`config.mk`:
```
export PLATFORM = sky130hd
export DESIGN_NAME = dmem_arbiter_flat
export DESIGN_NICKNAME = d
export VERILOG_FILES = /design/src/rtl/dmem_arbiter_if.sv /design/src/rtl/dmem_arbiter.sv /design/src/flat_wrapper.sv
export SDC_FILE = /design/constraint.sdc
export NUM_CORES = 1
export LEC_CHECK = 0
export ABC_AREA = 0
export CAP_MARGIN = 5
export CORE_MARGIN = 1
export CORE_UTILIZATION = 43
export DETAILED_ROUTE_END_ITERATION = 8
export PLACE_DENSITY = 0.95
export SLEW_MARGIN = 20
export SYNTH_ARGS = -nofsm -noshare
export SYNTH_HDL_FRONTEND = slang
export SYNTH_SLANG_ARGS = --single-unit
```
`constraint.sdc`:
```
create_clock -name clk -period 5.9 [get_ports clk]
set_input_delay 0.59 -clock clk [delete_from_list [all_inputs] [get_ports clk]]
set_output_delay 0.59 -clock clk [all_outputs]
set_load 0.005 [all_outputs]
```
`src/rtl/dmem_arbiter_if.sv`:
```
// Requester-side handshake bundle for one data-memory port (CPU or debug loader).
// Latency: none (wires only).
// Backpressure: req is held high until the one-cycle ack pulse.
interface dmem_arbiter_if;
    logic        req;
    logic        we;
    logic [31:0] addr;
    logic [31:0] wdata;
    logic        ack;
    logic [31:0] rdata;
    logic        err;

    modport master (output req, we, addr, wdata, input ack, rdata, err);
    modport slave  (input req, we, addr, wdata, output ack, rdata, err);
endinterface

```
`src/rtl/dmem_arbiter.sv`:
```
// Round-robin two-port sequencer in front of the single-port data memory.
// Latency: strobes one cycle after the grant edge, ack one cycle after that.
// Backpressure: a requester holds req until its ack; the loser waits one transaction.
module dmem_arbiter #(
    parameter int DEPTH = 512,
    parameter int AW    = $clog2(DEPTH)
) (
    input  logic            clk,
    input  logic            rst_n,
    dmem_arbiter_if.slave   c,
    dmem_arbiter_if.slave   d,
    output logic            mem_en,
    output logic            mem_we,
    output logic [AW-1:0]   mem_addr,
    output logic [31:0]     mem_wdata,
    input  logic [31:0]     mem_rdata
);
    typedef enum logic [1:0] {IDLE, ISSUE, RESP} state_t;

    state_t        state_q, state_d;
    logic          prio_q, prio_d;      // 0 = port C, 1 = port D
    logic          port_q, port_d;
    logic          we_q, we_d;
    logic          err_q, err_d;
    logic          grant, gport;
    logic          sel_we, sel_err;
    logic [31:0]   sel_addr, sel_wdata;
    logic          mem_en_d, mem_we_d;
    logic [AW-1:0] mem_addr_d;
    logic [31:0]   mem_wdata_d;
    logic          c_ack_q, d_ack_q, c_err_q, d_err_q;
    logic          c_ack_d, d_ack_d, c_err_d, d_err_d;
    logic [31:0]   c_hold_q, d_hold_q, resp_dat;

    always_comb begin
        state_d     = state_q;
        prio_d      = prio_q;
        port_d      = port_q;
        we_d        = we_q;
        err_d       = err_q;
        grant       = 1'b0;
        gport       = 1'b0;
        mem_en_d    = 1'b0;
        mem_we_d    = 1'b0;
        mem_addr_d  = mem_addr;
        mem_wdata_d = mem_wdata;
        c_ack_d     = 1'b0;
        d_ack_d     = 1'b0;
        c_err_d     = 1'b0;
        d_err_d     = 1'b0;
        case (state_q)
            IDLE: begin
                if (c.req || d.req) begin
                    grant = 1'b1;
                    gport = (c.req && d.req) ? prio_q : d.req;
                end
            end
            ISSUE: begin
                state_d = RESP;
                c_ack_d = ~port_q;
                d_ack_d = port_q;
                c_err_d = ~port_q & err_q;
                d_err_d = port_q & err_q;
            end
            RESP: begin
                // the acked port still shows req this cycle, so only the other port may chain
                gport = ~port_q;
                grant = port_q ? c.req : d.req;
            end
            default: ;
        endcase

        sel_we    = gport ? d.we    : c.we;
        sel_addr  = gport ? d.addr  : c.addr;
        sel_wdata = gport ? d.wdata : c.wdata;
        sel_err   = (sel_addr[1:0] != 2'b00) || (sel_addr[31:AW+2] != '0);

        if (grant) begin
            state_d     = ISSUE;
            prio_d      = ~gport;
            port_d      = gport;
            we_d        = sel_we;
            err_d       = sel_err;
            mem_en_d    = ~sel_err;
            mem_we_d    = ~sel_err & sel_we;
            mem_addr_d  = sel_addr[AW+1:2];
            mem_wdata_d = sel_wdata;
        end else if (state_q == RESP) begin
            state_d = IDLE;
        end
    end

    always_ff @(posedge clk or negedge rst_n) begin
        if (!rst_n) begin
            state_q   <= IDLE;
            prio_q    <= 1'b0;
            port_q    <= 1'b0;
            we_q      <= 1'b0;
            err_q     <= 1'b0;
            mem_en    <= 1'b0;
            mem_we    <= 1'b0;
            mem_addr  <= '0;
            mem_wdata <= '0;
            c_ack_q   <= 1'b0;
            d_ack_q   <= 1'b0;
            c_err_q   <= 1'b0;
            d_err_q   <= 1'b0;
        end else begin
            state_q   <= state_d;
            prio_q    <= prio_d;
            port_q    <= port_d;
            we_q      <= we_d;
            err_q     <= err_d;
            mem_en    <= mem_en_d;
            mem_we    <= mem_we_d;
            mem_addr  <= mem_addr_d;
            mem_wdata <= mem_wdata_d;
            c_ack_q   <= c_ack_d;
            d_ack_q   <= d_ack_d;
            c_err_q   <= c_err_d;
            d_err_q   <= d_err_d;
        end
    end

    // memory read data only arrives during RESP, so it is passed through with the ack and then held
    assign resp_dat = (we_q || err_q) ? 32'h0 : mem_rdata;

    always_ff @(posedge clk or negedge rst_n) begin
        if (!rst_n) begin
            c_hold_q <= '0;
            d_hold_q <= '0;
        end else begin
            if (c_ack_q) c_hold_q <= resp_dat;
            if (d_ack_q) d_hold_q <= resp_dat;
        end
    end

    assign c.ack   = c_ack_q;
    assign d.ack   = d_ack_q;
    assign c.err   = c_err_q;
    assign d.err   = d_err_q;
    assign c.rdata = c_ack_q ? resp_dat : c_hold_q;
    assign d.rdata = d_ack_q ? resp_dat : d_hold_q;
endmodule

```
`src/flat_wrapper.sv`:
```
// flat-port wrapper written by rule: the top's interface ports become plain ports
module dmem_arbiter_flat 
#(
    parameter int DEPTH = 512,
    parameter int AW    = $clog2(DEPTH)
)
  (clk, rst_n, mem_en, mem_we, mem_addr, mem_wdata, mem_rdata, c_req, c_we, c_addr, c_wdata, c_ack, c_rdata, c_err, d_req, d_we, d_addr, d_wdata, d_ack, d_rdata, d_err);
  dmem_arbiter_if c_i ();
  dmem_arbiter_if d_i ();
  input  logic clk;
  input  logic rst_n;
  output logic mem_en;
  output logic mem_we;
  output logic [AW-1:0] mem_addr;
  output logic [31:0] mem_wdata;
  input  logic [31:0] mem_rdata;
  input wire logic [$bits(c_i.req)-1:0] c_req;
  input wire logic [$bits(c_i.we)-1:0] c_we;
  input wire logic [$bits(c_i.addr)-1:0] c_addr;
  input wire logic [$bits(c_i.wdata)-1:0] c_wdata;
  output wire logic [$bits(c_i.ack)-1:0] c_ack;
  output wire logic [$bits(c_i.rdata)-1:0] c_rdata;
  output wire logic [$bits(c_i.err)-1:0] c_err;
  input wire logic [$bits(d_i.req)-1:0] d_req;
  input wire logic [$bits(d_i.we)-1:0] d_we;
  input wire logic [$bits(d_i.addr)-1:0] d_addr;
  input wire logic [$bits(d_i.wdata)-1:0] d_wdata;
  output wire logic [$bits(d_i.ack)-1:0] d_ack;
  output wire logic [$bits(d_i.rdata)-1:0] d_rdata;
  output wire logic [$bits(d_i.err)-1:0] d_err;
  assign c_i.req = c_req;
  assign c_i.we = c_we;
  assign c_i.addr = c_addr;
  assign c_i.wdata = c_wdata;
  assign c_ack = c_i.ack;
  assign c_rdata = c_i.rdata;
  assign c_err = c_i.err;
  assign d_i.req = d_req;
  assign d_i.we = d_we;
  assign d_i.addr = d_addr;
  assign d_i.wdata = d_wdata;
  assign d_ack = d_i.ack;
  assign d_rdata = d_i.rdata;
  assign d_err = d_i.err;
  dmem_arbiter #(.DEPTH(DEPTH), .AW(AW)) u_core (.clk(clk), .rst_n(rst_n), .c(c_i), .d(d_i), .mem_en(mem_en), .mem_we(mem_we), .mem_addr(mem_addr), .mem_wdata(mem_wdata), .mem_rdata(mem_rdata));
endmodule
```
==> out/qor.csv, run 1 <==
metric;value;unit
Worst EP arrival;2440;ps
Synth Area in XOR/XNOR;0;
Final Util;0.7420;
Req. time, crit path;5310;ps
Port Buffers;276;
drt total wl;16500;um
worst clock skew;8.566;ps
Placer Congestion;0.8577;
initial antenna violation count;0;
Synth top area share;0.5603;
post-synthesis cell count;478;
Clock transition at path regs;50;ps
Pins Over Slew Limit;0;
CTS root buf;clkbuf_16;
main area contributors after synthesis;dfrtp_1, mux2_2, nand3_1, o21ai_0, inv_1;
worst-skew pair later-pin latency;410;ps
Synth Area in Compound Gates;0.07687;
setup TNS;0;ps
Seq cells post-synth;117;
drt drc;14;
Max Cap Violations;0;
Initial Util;0.4499;
ANT nets after route;0;
Vias;4653;
H-tree depth;4;
RSZ-0062 raised after global routing;false;
Seq/Total Area, Yosys;0.5603;
row count;39;
footprint of the multi-input gates;1929;um2
number of distinct library cells after synthesis;31;
Synth Cell Area;5225;um2
failing checks;design-rule violations;
R2R Setup Slk;3470;ps
CTS tree;done;
post-layout min period;3027;ps
Num CTS Buffers;17;
initial drt markers;297;
Post-Layout Inst Area;8617;um2
Area after DPL;8069;um2
worst-path fanout max;64;
vias in the first global route;4916;
Worst setup SP type;flip-flop;
crit-path cells;nor2_4 -> buf_4 -> nand3_1 -> o21ai_0 -> clkdlybuf4s50_1;
Overflow after GRT;0;
largest area contributor in the netlist;dfrtp_1;
Pre-antenna DRT Iters;7;
maximum VDD drop;201.0;uV
max incr delay on CP;640;ps
WL/cell;18.36;um
Synth Area in Simple Gates;0.1030;
ys async rst share;1.000;
pin count of the biggest net entering global routing;68;
Final Hold Violating Endpoints;0;
Clock Sink Count;117;
post-CTS setup buffer count;0;
Post-synth EDFFs;0;
final net count;916;
Layout fillers;757;
post-cts sizing count;0;
fin crit share;0.5131;
PwrDens;221.3;nW/um2
Setup CP Type;flip-flop to output pin;
Die Ht;112.2;um
Hold Buf Count CTS;0;
Mapped Nets;647;
Max Fclk;0.3304;GHz
Syn Area/Cell;10.93;um2
leakage;0.003888;uW
outcome;finished, violations left;
CP endpoint kind;output pin;
dpl hpwl;12110;um
layout cells sized above 1;0.1574;
I/O pin cnt;277;
Worst path slowest cell;clkdlybuf4s50_1;
GRT Total Usage;0.2723;
multiplexer share of the synthesized area;0.1789;
R2R depth;6;
largest family of logic cells by synthesized area;multiplexers;
worst slew pin tran;1013;ps
endpoints failing setup;0;
first-pass GRT wire length;26050;um
Die W;112.2;um
ys flop type;dfrtp_1;
vias per cell;5.176;
worst rel slew slack;0.3222;
Core ar.;11610;um2
Synthesis Warnings;0;
Die ar.;12600;um2
Hold/Removal Path Class;primary input to async pin;
Post-Synth Adder-Cell Area;0.007184;
ANT cells;0;
Max Buffers Root-to-Sink;2;
Register Area;2930;um2
area grow syn2layout;64.92;%
[power breakdown]
| part | switching (uW) | internal (uW) | leakage, uW |
|---|---|---|---|
| registers | 0.392 | 804 | 0.00129 |
| logic | 48.5 | 108 | 0.00233 |
| clock network | 325 | 620 | 0.000276 |
[Yosys cell counts, types with 2 or more instances]
master	count
a21oi_1	3
and2_1	3
buf_1	3
buf_2	5
buf_4	2
buf_6	2
clkbuf_1	17
dfrtp_1	117
ha_1	3
inv_1	66
mux2_2	83
nand2_1	6
nand3_1	69
nand4_1	2
nor2_1	2
nor2b_1	3
nor3_1	3
nor4_1	10
o21ai_0	67
[cell families (layout without fill, tap and decap cells)]
| kind of cell | Yosys count | in the layout |
|---|---|---|
| fa+ha+maj | 3 | 3 |
| compound gates | 77 | 77 |
| buf+inv | 95 | 373 |
| flops | 117 | 117 |
| simple gates | 103 | 103 |
| mux | 83 | 83 |
[routing by layer]
layer	vias to the layer above	GRT usage	routed length, um
met1	2201	0.3003	6239
li1	2170	-	-
met5	-	0	0
met2	241	0.4683	8341
met3	41	0.1010	1380
met4	0	0.1253	541
[worst paths after layout]
kind | from | endpoint
min in group clk | u_core.mem_addr[6]$_DFFE_PN0P_ | u_core.mem_addr[6]$_DFFE_PN0P_
worst min-delay path | rst_n | u_core.d_hold_q[26]$_DFF_PN0_
max in group asynchronous | rst_n | u_core.d.ack$_DFF_PN0_
worst min register to register | u_core.mem_addr[6]$_DFFE_PN0P_ | u_core.mem_addr[6]$_DFFE_PN0P_
worst max register to register | u_core.state_q[0]$_DFFE_PN0P_ | u_core.mem_wdata[4]$_DFFE_PN0P_
worst max-delay path | u_core.err_q$_DFFE_PN0P_ | d_rdata[3]
[cells in the final DEF, fill, tap and decap left out, types with 2 or more instances in the layout]
master,instances
nor2b_1,3
a21oi_1,3
nand4_1,2
clkbuf_8,5
mux2_2,83
clkinv_2,4
and2_1,3
o21ai_0,67
dfrtp_2,2
nor3_1,3
nor4_1,10
ha_1,3
dfrtp_1,115
inv_1,66
nand2_1,5
clkbuf_16,17
clkdlybuf4s50_1,275
buf_4,4
nand3_1,69
[stage by stage]
stage          power (uW)  hold slack [ps]  std cells  setup slack (ps)
2_1_floorplan       839.0            294.4        478              3968
3_3_place_gp        968.8            492.4        871              3257
3_5_place_dp        973.7            496.2        871              3160
4_1_cts              1926            214.5        899              2819
5_1_grt              1974            248.2        899              2699
6_report             1907            207.5        899              2873
[sequential cells by signal, indices dropped and copies added (netlist names)]
register          flops
u_core.port_q         1
u_core.c.err          1
u_core.c_hold_q      32
u_core.state_q        2
u_core.we_q           1
u_core.mem_addr       9
u_core.mem_we         1
u_core.mem_en         1
u_core.prio_q         1
u_core.d.ack          1
u_core.d.err          1
u_core.d_hold_q      32
u_core.c.ack          1
u_core.mem_wdata     32
u_core.err_q          1
[cell type report]
type                    instances  area share
flip-flops and latches        117      0.3401
clock inverters                 5    0.005808
inverters                      66     0.02875
clock buffers                  23     0.05779
multi-input cells             266      0.2239
well taps                     143     0.02076
repair buffers                279      0.3229
[worst max-delay path, delay by kind of cell, from the launching register on]
kind	cells	cell delay, ps
DFF	1	430
AOI/OAI and AO/OA	1	170
and+or+nand+nor	2	250
buffers and inverters	2	1150
(Power assumes the default switching activity.)
==> inputs of run 2 (changes only) <==
CORE_UTILIZATION = 36   (was 43)
PLACE_DENSITY = 0.86   (was 0.95)
clock period = 2.6 ns   (was 5.9 ns; I/O delays follow)
==> run 2 against run 1 <==
Net effect:
- the run now ends clean
- first-iteration DRC count shrank 37%
- utilization shrank 11 points
- design area grew 2.4%
- highest routed layer is now met5
==> out/qor.csv, run 2 (synthesis gave the netlist of run 1 again) <==
metric;value;unit;change
outcome;completed;;was finished, violations left
Worst setup SP type;flip-flop;;unchanged
drt total wl;15520;um;was 16500 um
top routing layer in use;met5;;was met4
Num CTS Buffers;17;;unchanged
setup TNS;0;ps;unchanged
maximum VDD drop;363.7;uV;was 201.0 uV
ANT cells;0;;unchanged
Placer Congestion;0.8682;;was 0.8577
initial drt markers;187;;was 297
Clock transition at path regs;50;ps;about the same
PwrDens;501.7;nW/um2;was 221.3 nW/um2
final net count;924;;was 916
Core ar.;14040;um2;was 11610 um2
Clock Sink Count;117;;unchanged
Vias;4622;;was 4653
pin count of the biggest net entering global routing;66;;was 68
Initial Util;0.3721;;was 0.4499
Hold/Removal Path Class;primary input to async pin;;unchanged
Setup CP Type;flip-flop to flip-flop;;was flip-flop to output pin
endpoints failing setup;0;;unchanged
Max Buffers Root-to-Sink;2;;unchanged
drt drc;0;;was 14
worst slew pin tran;614.3;ps;was 1013 ps
most common cell after layout, fill and taps aside;clkdlybuf4s50_1;;unchanged
fin crit share;0.9248;;
Post-Layout Inst Area;8820;um2;was 8617 um2
routed length on met1;5974;um;was 6239 um
CP endpoint kind;flip-flop;;was output pin
Overflow after GRT;0;;unchanged
Worst EP arrival;2690;ps;was 2440 ps
GRT Total Usage;0.2143;;was 0.2723
RR Endpoint;u_core.mem_wdata[15]$_DFFE_PN0P_;;was u_core.mem_wdata[4]$_DFFE_PN0P_
worst clock skew;15.83;ps;was 8.566 ps
Pre-antenna DRT Iters;4;;was 7
worst flop-to-flop path startpoint;u_core.state_q[0]$_DFFE_PN0P_;;unchanged
area grow syn2layout;68.80;%;was 64.92%
Layout fillers;1120;;was 757
Area after DPL;8243;um2;was 8069 um2
initial antenna violation count;1;;was 0
Met2 Routed Length;7931;um;was 8341 um
Max Fclk;0.4159;GHz;
layout cells sized above 1;0.1636;;was 0.1574
met3 routed WL;1006;um;was 1380 um
Die Ht;122.5;um;was 112.2 um
worst hold slack;437.3;ps;was 207.5 ps
dpl hpwl;11420;um;was 12110 um
Critical Path End;u_core.mem_wdata[15]$_DFFE_PN0P_;;was d_rdata[3]
R2R depth;7;;was 6
row count;43;;was 39
biggest regs;u_core.c_hold_q: 32 flops, u_core.d_hold_q: 32 flops, u_core.mem_wdata: 32 flops;;unchanged
Place WS;165.9;ps;was 3160 ps
leakage;0.003952;uW;was 0.003888 uW
vias per cell;4.896;;was 5.176
commonest cells after routing, fill and taps aside;clkdlybuf4s50_1, dfrtp_1, mux2_2;;unchanged
worst-path fanout max;19;;was 64
Die W;122.5;um;was 112.2 um
Req. time, crit path;2880;ps;was 5310 ps
Crit. Startpoint;u_core.state_q[0]$_DFFE_PN0P_;;was u_core.err_q$_DFFE_PN0P_
Final Hold Violating Endpoints;0;;unchanged
worst rel slew slack;0.5905;;was 0.3222
Port Buffers;276;;unchanged
setup ws final;195.4;ps;was 2873 ps
Die ar.;15000;um2;was 12600 um2
Pins Over Slew Limit;0;;unchanged
CTS tree;done;;unchanged
H-tree depth;4;;unchanged
first-pass GRT wire length;24080;um;was 26050 um
vias in the first global route;4848;;was 4916
post-layout min period;2405;ps;
Max Cap Violations;0;;unchanged
WL/cell;16.44;um;was 18.36 um
CTS root buf;clkbuf_16;;unchanged
ANT nets after route;0;;unchanged
I/O pin cnt;277;;unchanged
RSZ-0062 raised after global routing;false;;unchanged
worst-skew pair later-pin latency;410;ps;about the same
R2R Setup Slk;200;ps;was 3470 ps
## run 2: final cells by class
cell class / count / area, um2 / share of cell area
Sequential cell: 117 / 2930 / 0.3322
Timing Repair Buffer: 287 / 2924 / 0.3315
Multi-Input combinational cell: 266 / 1929 / 0.2188
Clock buffer: 23 / 488.0 / 0.05533
Inverter: 66 / 247.7 / 0.02809
Tap cell: 180 / 225.2 / 0.02554
Clock inverter: 5 / 75.07 / 0.008512
## run 2: what timing repair did
action	CTS	global route
gates resized for setup	0	1
endpoints found under the hold margin	43	0
endpoints found under the setup margin	0	4
setup buffers	0	0
hold buffers	1	0
## run 2: layer usage
metal,GRT usage,vias to the layer above
met5,0,-
met4,0.1204,2
met3,0.05948,46
met2,0.3697,199
met1,0.2370,2184
li1,-,2191
## run 2: worst min path at each step
stage	to	slack [ps]	cells past startpoint
final	u_core.mem_wdata[13]$_DFFE_PN0P_	440	2
after CTS	u_core.mem_wdata[13]$_DFFE_PN0P_	420	2
after global routing	u_core.c_hold_q[27]$_DFF_PN0_	480	2
after detailed placement	u_core.mem_wdata[13]$_DFFE_PN0P_	310	1
after global placement	u_core.mem_wdata[13]$_DFFE_PN0P_	320	1
after floorplan	u_core.c.ack$_DFF_PN0_	-40	0
## run 2: where the power goes
part,internal [uW],switching (uW)
Clock,1480,753
Sequential,1820,0.898
Combinational,252,111
## run 2: worst max-delay path: stages, from the launching register on
cell and delay, ps:
dfrtp_1 380, inv_1 100, ha_1 270, nand2_1 140, o21ai_4 510, buf_12 240, mux2_2 350, mux2_2 280
## run 2: metrics by stage
step | total power (uW) | util | instances
2_1_floorplan | 1904 | - | 478
3_5_place_dp | 2217 | 0.5870 | 915
5_1_grt | 4591 | 0.6281 | 944
3_3_place_gp | 2212 | 0.5870 | 915
6_report | 4424 | 0.6281 | 944
4_1_cts | 4470 | 0.6278 | 944
==> inputs of run 3 (changes only) <==
CORE_AREA = 2 2 109 111   (was not set)
CORE_MARGIN = not set   (was 1)
CORE_UTILIZATION = not set   (was 36)
DIE_AREA = 0 0 111 113   (was not set)
DONT_BUFFER_PORTS = 1   (was not set)
MAX_ROUTING_LAYER = met4   (was not set)
PLACE_DENSITY = 0.72   (was 0.86)
==> run 3 against run 2 <==
Net effect:
- the run now ends with negative hold slack left
- final cell count down 33%
- die area fell by 16%
- via count shrank 24%
- sequential power is essentially flat
- worst setup slack improved by 230 ps
- utilization is 10 points lower
- first-iteration DRC count is 18% higher
- largest cell class unchanged
- largest power group unchanged
- highest routed layer is now met4
==> out/qor.csv, run 3 (synthesis gave the netlist of run 1 again) <==
metric;value;unit;change
outcome;finished, violations left;;was completed
failing checks;negative hold slack;;
Max Fclk;0.4597;GHz;was 0.4159 GHz
worst hold slack;-451.0;ps;was 437.3 ps
Die ar.;12540;um2;was 15000 um2
post-cts sizing count;0;;unchanged
Seq pwr share;0.451;;was 0.413
area grow syn2layout;13.53;%;was 68.80%
endpoints failing setup;0;;unchanged
Gate power share;0.014;;was 0.082
Worst EP arrival;2460;ps;was 2690 ps
Hold/Removal Path Class;primary input to async pin;;unchanged
ANT nets after route;0;;unchanged
Overflow after GRT;0;;unchanged
vias per cell;5.554;;was 4.896
leakage;0.002820;uW;was 0.003952 uW
I/O pin cnt;277;;unchanged
pin count of the biggest net entering global routing;118;;was 66
post-CTS setup buffer count;0;;unchanged
Vias;3510;;was 4622
Worst setup SP type;flip-flop;;unchanged
H-tree depth;4;;unchanged
drt drc;0;;unchanged
footprint of the multi-input gates;1929;um2;unchanged
Worst path slowest cell;mux2_2;;was o21ai_4
Post-Layout Inst Area;5932;um2;was 8820 um2
worst clock skew;9.860;ps;was 15.83 ps
Die Ht;113;um;was 122.5 um
Hold Buf Count CTS;1;;unchanged
final net count;645;;was 924
ANT cells;0;;unchanged
Layout fillers;952;;was 1120
post-layout min period;2175;ps;was 2405 ps
GRT Total Usage;0.2025;;was 0.2143
Core ar.;11270;um2;was 14040 um2
Net Sw Power;804.4;uW;was 864.9 uW
Crit path buffers/inverters;2;;unchanged
WL/cell;19.27;um;was 16.44 um
dpl hpwl;8693;um;was 11420 um
CP endpoint kind;flip-flop;;unchanged
CTS root buf;clkbuf_16;;unchanged
worst-path fanout max;43;;was 19
Pint;3240;uW;was 3560 uW
Pins Over Slew Limit;0;;unchanged
Sw Share;0.1989;;was 0.1955
Pre-antenna DRT Iters;4;;unchanged
Clk pwr share;0.534;;was 0.505
CTS tree;done;;unchanged
Die W;111;um;was 122.5 um
Clock Sink Count;117;;unchanged
most common cell after layout, fill and taps aside;dfrtp_1;;was clkdlybuf4s50_1
PwrDens;681.8;nW/um2;was 501.7 nW/um2
vias in the first global route;3615;;was 4848
maximum VDD drop;501.5;uV;was 363.7 uV
Setup CP Type;flip-flop to flip-flop;;unchanged
drt total wl;12180;um;was 15520 um
Area after DPL;5364;um2;was 8243 um2
Place WS;442.3;ps;was 165.9 ps
setup TNS;0;ps;unchanged
first-pass GRT wire length;19000;um;was 24080 um
row count;39;;was 43
worst-skew pair later-pin latency;410;ps;about the same
biggest regs;u_core.c_hold_q: 32 flops, u_core.d_hold_q: 32 flops, u_core.mem_wdata: 32 flops;;unchanged
Final Util;0.5263;;was 0.6281
layout cells sized above 1;0.2515;;was 0.1636
fin crit share;0.8367;;was 0.9248
Port Buffers;0;;was 276
Final Hold Violating Endpoints;117;;was 0
Num CTS Buffers;17;;unchanged
Register Area;2930;um2;unchanged
Req. time, crit path;2890;ps;was 2880 ps
most frequent CP cell;mux2_2;;unchanged
critical path's top delay family;multiplexers;;unchanged
commonest cells after routing, fill and taps aside;dfrtp_1, mux2_2, nand3_1;;was clkdlybuf4s50_1, dfrtp_1, mux2_2
max incr delay on CP;380;ps;was 510 ps
Max Cap Violations;0;;unchanged
initial drt markers;221;;was 187
RSZ-0062 raised after global routing;false;;unchanged
worst slew pin tran;626.1;ps;was 614.3 ps
crit-path cells;inv_1 -> ha_1 -> nand2_1 -> o21ai_4 -> buf_12 -> mux2_2 -> mux2_2;;unchanged
initial antenna violation count;0;;was 1
Placer Congestion;0.9180;;was 0.8682
setup ws final;424.5;ps;was 195.4 ps
Max Buffers Root-to-Sink;2;;unchanged
Initial Util;0.4635;;was 0.3721
worst rel slew slack;0.5826;;was 0.5905
Clock transition at path regs;60;ps;was 50 ps
==> run 3: cell count changes in the layout (fill, tap and decap cells not counted) <==
cell / change
bufinv_16: -1
clkbuf_8: -1
buf_4: +1
clkinvlp_4: +3
buf_12: -4
clkdlybuf4s50_1: -275
buf_6: -1
clkinv_4: +1
clkbuf_1: +2
==> run 3: final timing paths <==
path                                                from                          endpoint  slack (ps)  cells past startpoint
min                                                rst_n     u_core.c_hold_q[23]$_DFF_PN0_        -450                      0
min in group clk                           mem_rdata[27]     u_core.d_hold_q[27]$_DFF_PN0_          80                      2
max reg2reg                u_core.state_q[0]$_DFFE_PN0P_   u_core.mem_wdata[2]$_DFFE_PN0P_         420                      7
min reg2reg                    u_core.port_q$_DFFE_PN0P_            u_core.c.ack$_DFF_PN0_         540                      1
max in group asynchronous                          rst_n  u_core.mem_wdata[18]$_DFFE_PN0P_        2830                      0
max                        u_core.state_q[0]$_DFFE_PN0P_   u_core.mem_wdata[2]$_DFFE_PN0P_         420                      7
==> run 3: layout make-up <==
type | instances | area share
Clock inverter | 8 | 0.01287
Tap cell | 143 | 0.03016
Multi-Input combinational cell | 266 | 0.3252
Sequential cell | 117 | 0.4940
Inverter | 66 | 0.04176
Clock buffer | 24 | 0.08121
Timing Repair Buffer | 8 | 0.01476
==> run 3: per-layer routing <==
layer	track usage	wire (um)	up-vias
met5	-	0	-
met4	0.07500	252	0
met3	0.09052	1282	23
met2	0.3137	5807	202
met1	0.2345	4835	1651
li1	-	-	1634
==> run 3: stage by stage <==
| stage | total power [uW] | cells |
|---|---|---|
| 2_1_floorplan | 1904 | 478 |
| 3_3_place_gp | 1909 | 599 |
| 3_5_place_dp | 1912 | 599 |
| 4_1_cts | 4093 | 632 |
| 5_1_grt | 4186 | 632 |
| 6_report | 4044 | 632 |
==> run 3: worst register-to-register path: stages, from the launching register on <==
cell and delay [ps]:
dfrtp_1 370, inv_1 100, ha_1 260, nand2_1 150, o21ai_4 260, buf_12 270, mux2_2 400, mux2_2 270
==> run 3: power by group through the flow <==
stage / Clock, uW / Sequential (uW) / Combinational [uW]
after floorplan: 0 / 1860 / 48.1
after global placement: 0 / 1860 / 53.5
after detailed placement: 0 / 1860 / 56.2
after CTS: 2210 / 1820 / 58.7
after global routing: 2300 / 1820 / 63.9
final: 2160 / 1830 / 58.5
